## src/rtl/hgcal_fc_manager_periodic_l1a_multi_if.sv

```systemverilog
// Bus bundle for the multi-channel periodic L1A generator: programming and
// timing inputs toward the generator, fire and monitoring outputs back.
interface hgcal_fc_manager_periodic_l1a_multi_if #(
  parameter int unsigned N_CH       = 4,
  parameter int unsigned PRESCALE_W = 20,
  parameter int unsigned CNT_W      = 16
);
  localparam int unsigned SRC_W = $clog2(N_CH + 1);

  logic [N_CH-1:0]            enable;
  logic                       request_single;
  logic [11:0]                bx_single;
  logic [11:0]                bx_now;
  logic [N_CH*12-1:0]         bx_target;
  logic [N_CH*PRESCALE_W-1:0] prescale;
  logic                       clear_counters;
  logic                       fire;
  logic [SRC_W-1:0]           fire_src;
  logic [N_CH-1:0]            pending;
  logic                       veto_out;
  logic [CNT_W-1:0]           overrun_count;
  logic [CNT_W-1:0]           collision_count;

  modport master (
    output enable, request_single, bx_single, bx_now, bx_target, prescale, clear_counters,
    input  fire, fire_src, pending, veto_out, overrun_count, collision_count
  );

  modport slave (
    input  enable, request_single, bx_single, bx_now, bx_target, prescale, clear_counters,
    output fire, fire_src, pending, veto_out, overrun_count, collision_count
  );
endinterface

```

## src/rtl/hgcal_fc_manager_periodic_l1a_multi.sv

```systemverilog
// Multi-channel periodic L1A generator: per-channel orbit prescalers arm requests that fire
// at a programmed BX, plus one software request, arbitrated to at most one L1A per BX.
module hgcal_fc_manager_periodic_l1a_multi #(
  parameter int unsigned N_CH       = 4,
  parameter int unsigned PRESCALE_W = 20,
  parameter int unsigned CNT_W      = 16
) (
  input logic clk40,
  input logic reset,
  hgcal_fc_manager_periodic_l1a_multi_if.slave bus
);
  localparam int unsigned SRC_W      = $clog2(N_CH + 1);
  localparam logic [11:0] BxPerOrbit = 12'd3564;

  logic [N_CH-1:0][PRESCALE_W-1:0] cnt_q, cnt_d;
  logic [N_CH-1:0]                 pending_q, pending_d;
  logic                            single_pending_q, single_pending_d;
  logic [11:0]                     single_bx_q, single_bx_d;
  logic                            fire_q, fire_d;
  logic [SRC_W-1:0]                fire_src_q, fire_src_d;
  logic [CNT_W-1:0]                overrun_q, overrun_d;
  logic [CNT_W-1:0]                collision_q, collision_d;

  logic            bx_zero;
  logic [N_CH-1:0] arrival;
  logic [N_CH-1:0] ready_ch;
  logic            ready_single;
  logic [N_CH:0]   ready_all;
  logic            win_found;
  logic            any_overrun;
  logic            any_collision;

  assign bx_zero = (bus.bx_now == 12'd0);

  for (genvar g = 0; g < N_CH; g++) begin : g_ch
    logic [11:0]           tgt;
    logic [PRESCALE_W-1:0] ps;
    logic                  period_end;

    assign tgt        = bus.bx_target[12*g +: 12];
    assign ps         = bus.prescale[PRESCALE_W*g +: PRESCALE_W];
    assign period_end = (cnt_q[g] == ps);
    assign arrival[g] = bus.enable[g] && bx_zero && period_end;
    // Disabled channels are never ready, even if the pending flag is still set this cycle.
    assign ready_ch[g] = bus.enable[g] && pending_q[g] && (tgt < BxPerOrbit) &&
                         (bus.bx_now == tgt);

    always_comb begin
      cnt_d[g] = cnt_q[g];
      if (!bus.enable[g]) begin
        cnt_d[g] = '0;
      end else if (bx_zero) begin
        cnt_d[g] = period_end ? '0 : cnt_q[g] + 1'b1;
      end
    end
  end

  assign ready_single = single_pending_q && (single_bx_q < BxPerOrbit) &&
                        (bus.bx_now == single_bx_q);
  assign ready_all    = {ready_single, ready_ch};
  // More than one ready bit means at least one source lost arbitration.
  assign any_collision = |(ready_all & (ready_all - 1'b1));
  assign any_overrun   = (|(arrival & pending_q)) || (bus.request_single && single_pending_q);

  always_comb begin
    pending_d        = pending_q;
    single_pending_d = single_pending_q;
    single_bx_d      = single_bx_q;
    fire_d           = 1'b0;
    fire_src_d       = fire_src_q;
    win_found        = 1'b0;

    for (int ch = 0; ch < N_CH; ch++) begin
      if (ready_ch[ch] && !win_found) begin
        win_found     = 1'b1;
        fire_d        = 1'b1;
        fire_src_d    = SRC_W'(ch);
        pending_d[ch] = 1'b0;
      end
    end
    if (ready_single && !win_found) begin
      fire_d           = 1'b1;
      fire_src_d       = SRC_W'(N_CH);
      single_pending_d = 1'b0;
    end

    // New arrivals are applied after the winner clear so a fresh period is never lost.
    pending_d = (pending_d | arrival) & bus.enable;
    if (bus.request_single) begin
      single_pending_d = 1'b1;
      single_bx_d      = bus.bx_single;
    end
  end

  always_comb begin
    overrun_d   = overrun_q;
    collision_d = collision_q;
    if (bus.clear_counters) begin
      overrun_d   = '0;
      collision_d = '0;
    end else begin
      if (any_overrun && (overrun_q != '1)) begin
        overrun_d = overrun_q + 1'b1;
      end
      if (any_collision && (collision_q != '1)) begin
        collision_d = collision_q + 1'b1;
      end
    end
  end

  always_ff @(posedge clk40) begin
    if (reset) begin
      cnt_q            <= '0;
      pending_q        <= '0;
      single_pending_q <= 1'b0;
      single_bx_q      <= '0;
      fire_q           <= 1'b0;
      fire_src_q       <= '0;
      overrun_q        <= '0;
      collision_q      <= '0;
    end else begin
      cnt_q            <= cnt_d;
      pending_q        <= pending_d;
      single_pending_q <= single_pending_d;
      single_bx_q      <= single_bx_d;
      fire_q           <= fire_d;
      fire_src_q       <= fire_src_d;
      overrun_q        <= overrun_d;
      collision_q      <= collision_d;
    end
  end

  assign bus.fire            = fire_q;
  assign bus.fire_src        = fire_src_q;
  assign bus.pending         = pending_q;
  assign bus.veto_out        = (|pending_q) || single_pending_q;
  assign bus.overrun_count   = overrun_q;
  assign bus.collision_count = collision_q;
endmodule

```

## src/flat_wrapper.sv

```systemverilog
// flat-port wrapper written by rule: the top's interface ports become plain ports
module hgcal_fc_manager_periodic_l1a_multi_flat 
#(
  parameter int unsigned N_CH       = 4,
  parameter int unsigned PRESCALE_W = 20,
  parameter int unsigned CNT_W      = 16
)
  (clk40, reset, bus_enable, bus_request_single, bus_bx_single, bus_bx_now, bus_bx_target, bus_prescale, bus_clear_counters, bus_fire, bus_fire_src, bus_pending, bus_veto_out, bus_overrun_count, bus_collision_count);
  hgcal_fc_manager_periodic_l1a_multi_if #(.N_CH(N_CH), .PRESCALE_W(PRESCALE_W), .CNT_W(CNT_W)) bus_i ();
  input logic clk40;
  input logic reset;
  input wire logic [$bits(bus_i.enable)-1:0] bus_enable;
  input wire logic [$bits(bus_i.request_single)-1:0] bus_request_single;
  input wire logic [$bits(bus_i.bx_single)-1:0] bus_bx_single;
  input wire logic [$bits(bus_i.bx_now)-1:0] bus_bx_now;
  input wire logic [$bits(bus_i.bx_target)-1:0] bus_bx_target;
  input wire logic [$bits(bus_i.prescale)-1:0] bus_prescale;
  input wire logic [$bits(bus_i.clear_counters)-1:0] bus_clear_counters;
  output wire logic [$bits(bus_i.fire)-1:0] bus_fire;
  output wire logic [$bits(bus_i.fire_src)-1:0] bus_fire_src;
  output wire logic [$bits(bus_i.pending)-1:0] bus_pending;
  output wire logic [$bits(bus_i.veto_out)-1:0] bus_veto_out;
  output wire logic [$bits(bus_i.overrun_count)-1:0] bus_overrun_count;
  output wire logic [$bits(bus_i.collision_count)-1:0] bus_collision_count;
  assign bus_i.enable = bus_enable;
  assign bus_i.request_single = bus_request_single;
  assign bus_i.bx_single = bus_bx_single;
  assign bus_i.bx_now = bus_bx_now;
  assign bus_i.bx_target = bus_bx_target;
  assign bus_i.prescale = bus_prescale;
  assign bus_i.clear_counters = bus_clear_counters;
  assign bus_fire = bus_i.fire;
  assign bus_fire_src = bus_i.fire_src;
  assign bus_pending = bus_i.pending;
  assign bus_veto_out = bus_i.veto_out;
  assign bus_overrun_count = bus_i.overrun_count;
  assign bus_collision_count = bus_i.collision_count;
  hgcal_fc_manager_periodic_l1a_multi #(.N_CH(N_CH), .PRESCALE_W(PRESCALE_W), .CNT_W(CNT_W)) u_core (.clk40(clk40), .reset(reset), .bus(bus_i));
endmodule
```

## config.mk

```make
export PLATFORM = sky130hd
export DESIGN_NAME = hgcal_fc_manager_periodic_l1a_multi_flat
export DESIGN_NICKNAME = d
export VERILOG_FILES = /design/src/rtl/hgcal_fc_manager_periodic_l1a_multi_if.sv /design/src/rtl/hgcal_fc_manager_periodic_l1a_multi.sv /design/src/flat_wrapper.sv
export SDC_FILE = /design/constraint.sdc
export NUM_CORES = 1
export LEC_CHECK = 0
export BUFFER_PORTS_ARGS = -buffer_cell sky130_fd_sc_hd__buf_2
export CORE_UTILIZATION = 35
export DETAILED_ROUTE_END_ITERATION = 10
export PLACE_DENSITY = 0.61
export SYNTH_ARGS = -nofsm -noshare
export SYNTH_HDL_FRONTEND = slang
export SYNTH_SLANG_ARGS = --single-unit
```

## constraint.sdc

```tcl
create_clock -name clk40 -period 4 [get_ports clk40]
set_clock_uncertainty 0.05 [all_clocks]
set_input_delay 1 -clock clk40 [delete_from_list [all_inputs] [get_ports clk40]]
set_output_delay 1 -clock clk40 [all_outputs]
set_load 0.05 [all_outputs]
```

==> results of run 1 <==
[final timing paths]
check / startpoint / to / slack [ns]
max: bus_bx_now[0] / u_core.bus.collision_count[3] / 0.67
min: u_core.bus.collision_count[11] / u_core.bus.collision_count[11] / 0.43
max reg2reg: u_core.cnt_q[73] / u_core.bus.overrun_count[9] / 1.19
min reg2reg: u_core.bus.collision_count[11] / u_core.bus.collision_count[11] / 0.43
[layout make-up]
class / instances / area [µm²]
inverter: 11 / 41.29
sequential: 133 / 2663
antenna: 3 / 7.507
timing repair buffer: 209 / 1081
tap: 275 / 344.1
clock buffer: 18 / 439.2
multi-input combinational: 732 / 4740
clock inverter: 14 / 153.9
fill: 2117 / 11690
[worst reg2reg max path: cells and delay by family, from the launching register on]
| kind | cells | cell delay [ns] |
|---|---|---|
| DFF | 1 | 0.43 |
| AOI/OAI and AO/OA | 2 | 0.37 |
| xor gates and xnor gates | 1 | 0.14 |
| and+or+nand+nor | 5 | 1.71 |
[layout by cell type, fill, tap and decap left out, types with 18 or more instances in the layout]
master	count
xor2_1	119
nand2_1	72
nor3_1	18
nand3_1	48
nor2_1	127
mux2i_1	18
nand4_1	44
xnor2_1	102
nor4_1	27
and3_1	23
a21oi_1	32
dfxtp_1	133
buf_2	200
[routing by layer]
metal  track usage [%]  up-vias  share of wire [%]
met3             5.945       35                7.2
met2             32.31      204                 45
met5                 0        -               0.17
li1                  -     3556                  -
met1             26.91     3218                 46
met4             6.888        6                1.7
[cell families after synthesis]
family / count (synthesis)
DFF: 133
muxes: 18
adders and majority gates: 6
and+or+nand+nor: 411
xor gates and xnor gates: 221
AOI/OAI and AO/OA: 76
buffers and inverters: 53
[state kept, by name, summed over array words and instances (netlist names)]
| register | cells |
|---|---|
| u_core.bus.collision_count | 16 |
| u_core.bus.fire | 1 |
| u_core.bus.fire_src | 3 |
| u_core.bus.overrun_count | 16 |
| u_core.bus.pending | 4 |
| u_core.cnt_q | 80 |
| u_core.single_bx_q | 12 |
| u_core.single_pending_q | 1 |
[power groups by stage]
stage                     combinational [W]  clock (W)  sequential [W]
final                              0.000288    0.00157         0.00134
after global routing               0.000315    0.00167         0.00134
after CTS                          0.000290    0.00161         0.00134
after detailed placement           0.000289          0         0.00137
after global placement             0.000288          0         0.00137
after floorplan                    0.000155          0         0.00137
[metrics by stage]
stage,utilization [%],std cells,cell area (µm²)
floorplan,-,918,7622
global placement,41.92,1360,8869
detailed placement,41.92,1360,8869
CTS,44.73,1392,9462
global route,44.73,1392,9462
finish,44.76,1395,9469
==> summary.txt, run 1 <==
final net count = 1270
CP arrival = 3.62 ns
Relative slew margins = 36.63%
Via density = 5.032
via count = 7019
mux contribution to synthesized area = 2.364%
Reg power frac = 41.9%
HP Class = reg2reg
CTS tree = built
number of buffers added on ports = 200
post-synth cell types = 53
critical-path cell list = buf_2 -> xor2_1 -> nor4_1 -> nand4_1 -> a311oi_2 -> a2111oi_1 -> a31o_2 -> or4_1 -> a21oi_1
top cells by area, synth = dfxtp_1 35%, xor2_1 14%, xnor2_1 12%, nor2_1 6.3%, nand4_1 3.6%
WS Path Type = in2reg
Setup violations, final = 0
cts repair resizes = 0
syn avg cell area = 8.303 µm²
GP Congestion = 0.8764
Die Height = 149.6 µm
initial antenna violation count = 3
layout cell share with drive strength beyond 1 = 22.47%
Hold Buf Count CTS = 0
min Tclk post-route = 3.334 ns
CP startpoint kind = input port
vias in the first global route = 6796
RSZ-0062 raised after global routing = no
largest family of logic cells by synthesized area = simple AND/OR/NAND/NOR gates
Seq/Total Area, Yosys = 34.93%
Final Hold Viols = 0
Int Power = 0.002404 W
Synth Area in Compound Gates = 6.517%
Post-Syn Area = 7622 µm²
Num CTS Buffers = 17
wire length of the first global-routing pass = 35.62 mm
worst skew pair latency = 0.42 ns
largest net degree at the start of global routing = 27
total chip power = 0.003203 W
H-Tree Depth = 4
drt first pass iters = 4
Critical Path Fanout Max = 26
hold path cells = 2
worst hold slack = 0.4319 ns
Core Region = 21150 µm²
fraction of the mapped netlist area in adder cells = 0.9849%
# IOs = 201
Initial Util = 36.03%
Post-Synthesis Cells = 918
most frequent cell after synthesis = dfxtp_1
R2R cell count = 8
Net Sw Frac = 24.94%
DRC viols = 0
PwrDens = 338.3 nW/µm²
Max Fclk = 300.0 MHz
Routed Antenna Nets = 0
slowest cell delay on critical path = 0.54 ns
Clock power frac = 49.1%
Tightest Pin Transition = 0.9427 ns
Crit path max-delay family = compound AO/OA/AOI/OAI gates
Total Wirelength = 22.36 mm
Avg WL per Cell = 16.03 µm
slowest CP cell = or4_1
dpl ws = 0.2258 ns
Synth Register Bits = 133
Leak = 3.654 nW
Clock transition at path regs = 0.06 ns
CP Capture Type = flip-flop
Final HPWL DP = 17.42 mm
critical path depth in cells = 9
Pins Over Slew Limit = 0
Clock Tree Buf Depth = 2
Top FF cell, synth = dfxtp_1
outcome = completed
Post-Syn Nets = 1084
fraction of synthesized cell area taken by the top area cell type = 34.93%
Synth top cells by count = 133 x dfxtp_1, 127 x nor2_1, 119 x xor2_1
setup ws final = 0.6664 ns
sw power = 0.0007990 W
Yosys Warn Count = 0
setup bufs post-CTS = 0
total buffers and inverters traversed by the critical path = 1
Peak supply drop = 0.2796 mV
die width = 149.6 µm
cell taking the most area after synthesis = dfxtp_1
die area = 22370 µm²
Tcrit/Tclk final = 83.34%
Setup TNS = 0 ns
Synth Area in Simple Gates = 26.92%
CTS root buf = clkbuf_16
worst path required time = 4.29 ns
logic gate share of total power = 9.0%
max_cap viols = 0
clk sink count = 133
row count = 53
gr usage total = 20.62%
ys async rst share = 0%
Overflow after GRT = 0
EDFF count, synth = 0
Initial DRC Count = 284
synthesis-to-layout area growth = 24.23%
post-synthesis xor/xnor area fraction = 25.39%
Power figures use the tool's default switching activity.
==> run 2, diff against run 1 <==
clock period = 3.1 ns   (was 4 ns; I/O delays follow)
==> summary.txt, run 2 (synthesis results as in run 1) <==
max reg flops = 80 (unchanged)
initial antenna violation count = 4 (+1)
Via density = 4.982 (-0.98%)
Sequential Area = 2663 µm² (unchanged)
most frequent cells in the layout = 200 x buf_2, 133 x dfxtp_1, 127 x nor2_1, 119 x xor2_1, 102 x xnor2_1
via count = 7259 (+3.4%)
Total Wirelength = 22.71 mm (+1.5%)
Tcrit/Tclk final = 94.92%
Placed Cells = 1424 (+4.7%)
Overflow after GRT = 0 (unchanged)
H-Tree Depth = 4 (unchanged)
number of buffers added on ports = 200 (unchanged)
Tightest Pin Transition = 0.6966 ns (-0.2461 ns)
synthesis-to-layout area growth = 31.04%
CTS tree = built
Leak = 4.003 nW (+9.5%)
gr usage total = 20.72% (+0.10 points)
reg-to-reg endpoint = u_core.bus.overrun_count[5]
worst hold slack = 0.4380 ns (+0.006065 ns)
PwrDens = 421.4 nW/µm² (+25%)
max_cap viols = 0 (unchanged)
Clock Tree Buf Depth = 2 (unchanged)
R2R setup slack = 0.45 ns (-0.74 ns)
Clock transition at path regs = 0.06 ns (about the same)
CTS root buf = clkbuf_16
Filler Cells Inserted = 2094 (-1.1%)
clk sink count = 133 (unchanged)
RSZ-0062 raised after global routing = no
vias in the first global route = 6989 (+2.8%)
Avg WL per Cell = 15.58 µm (-2.8%)
Max Fclk = 339.8 MHz
Peak supply drop = 0.3455 mV (+24%)
Hold EP = u_core.bus.collision_count[11]
layout cell share with drive strength beyond 1 = 26.50% (+4.0 points)
CP startpoint kind = input port
total chip power = 0.004209 W (+31%)
CP arrival = 3.24 ns (-0.38 ns)
hold path cells = 2 (unchanged)
Final HPWL DP = 17.94 mm (+3.0%)
GP Congestion = 0.9091 (+3.7%)
Critical Path Fanout Max = 20 (-23%)
final net count = 1334 (+5.0%)
worst skew pair latency = 0.43 ns (about the same)
Initial Util = 36.03% (unchanged)
outcome = completed
WS Path Type = in2reg
HP Class = reg2reg
most common cell after layout, fill and taps aside = buf_2
Setup violations, final = 0 (unchanged)
worst path required time = 3.40 ns (-0.89 ns)
cts repair resizes = 0 (unchanged)
Final Hold Viols = 0 (unchanged)
row count = 53 (unchanged)
wire length of the first global-routing pass = 35.71 mm (+0.25%)
R2R cell count = 9 (+1)
Initial DRC Count = 240 (-15%)
Top reg by flops = u_core.cnt_q
Die Height = 149.6 µm (unchanged)
DRC viols = 0 (unchanged)
HP Start = u_core.bus.collision_count[11]
drt first pass iters = 4 (unchanged)
die area = 22370 µm² (unchanged)
# IOs = 201 (unchanged)
Hold Buf Count CTS = 0 (unchanged)
die width = 149.6 µm (unchanged)
Core Region = 21150 µm² (unchanged)
Relative slew margins = 53.39% (+17 points)
Routed Antenna Nets = 0 (unchanged)
CP Capture Type = flip-flop
Pins Over Slew Limit = 0 (unchanged)
setup bufs post-CTS = 0 (unchanged)
area of the multi-input gates = 4740 µm² (unchanged)
Num CTS Buffers = 17 (unchanged)
largest net degree at the start of global routing = 26 (-3.7%)
Reg-to-Reg Start = u_core.cnt_q[63]
min Tclk post-route = 2.942 ns
fin cells = 1457 (+4.4%)
-- run 2: cell count changes in the layout (fill, tap and decap cells not counted) --
cell        before  now
buf_12           1    4
bufinv_16        2    3
clkbuf_1         0    2
clkinvlp_4       6    1
clkinv_2         1    4
diode_2          3    1
buf_4            8   69
clkinv_4         4    3
-- run 2: power by group --
| part | internal (W) | switching [W] |
|---|---|---|
| Sequential | 0.00172 | 0.0000127 |
| Clock | 0.00129 | 0.000785 |
| Combinational | 0.000199 | 0.000206 |
-- run 2: layer usage --
metal | vias up | wire length [µm] | GRT usage [%]
met5 | - | 45 | 0
met4 | 6 | 405 | 6.378
met3 | 33 | 1496 | 6.159
met2 | 201 | 10470 | 33.63
met1 | 3342 | 10290 | 26.19
li1 | 3677 | - | -
-- run 2: how the worst max path moves through the flow --
stage | startpoint | endpoint | depth (start not counted)
after floorplan | bus_bx_now[11] | u_core.bus.collision_count[10] | 10
after global placement | bus_bx_now[1] | u_core.bus.collision_count[11] | 12
after detailed placement | bus_bx_now[1] | u_core.bus.collision_count[14] | 11
after CTS | bus_bx_now[1] | u_core.bus.collision_count[15] | 11
after global routing | bus_bx_now[11] | u_core.bus.collision_count[8] | 11
final | bus_bx_now[1] | u_core.bus.collision_count[15] | 11
-- run 2: cell type report --
| cell class | instances | share of cell area [%] |
|---|---|---|
| Multi-Input combinational cell | 732 | 47.45 |
| Sequential cell | 133 | 26.66 |
| Timing Repair Buffer | 273 | 16.01 |
| Clock buffer | 20 | 4.472 |
| Tap cell | 275 | 3.445 |
| Clock inverter | 12 | 1.528 |
| Inverter | 11 | 0.4134 |
| Antenna cell | 1 | 0.02505 |
-- run 2: worst max-delay path, stage by stage --
cell       delay, ns
buf_2           0.15
buf_4           0.16
xor2_1          0.16
nor4_1          0.32
nand3_1         0.11
a311oi_1        0.28
buf_4           0.17
a2111oi_1       0.05
a31o_2          0.37
or4_1           0.51
a21oi_1         0.18
-- run 2: through the flow --
stage	area [µm²]	setup slack, ns	TNS (ns)	util [%]
global placement	9387	-0.2369	-2.426	44.37
CTS	9986	0.1707	0	47.21
detailed placement	9387	-0.2247	-3.267	44.37
floorplan	7622	0.0009146	0	-
finish	9988	0.1575	0	47.22
global route	9986	0.005006	0	47.21
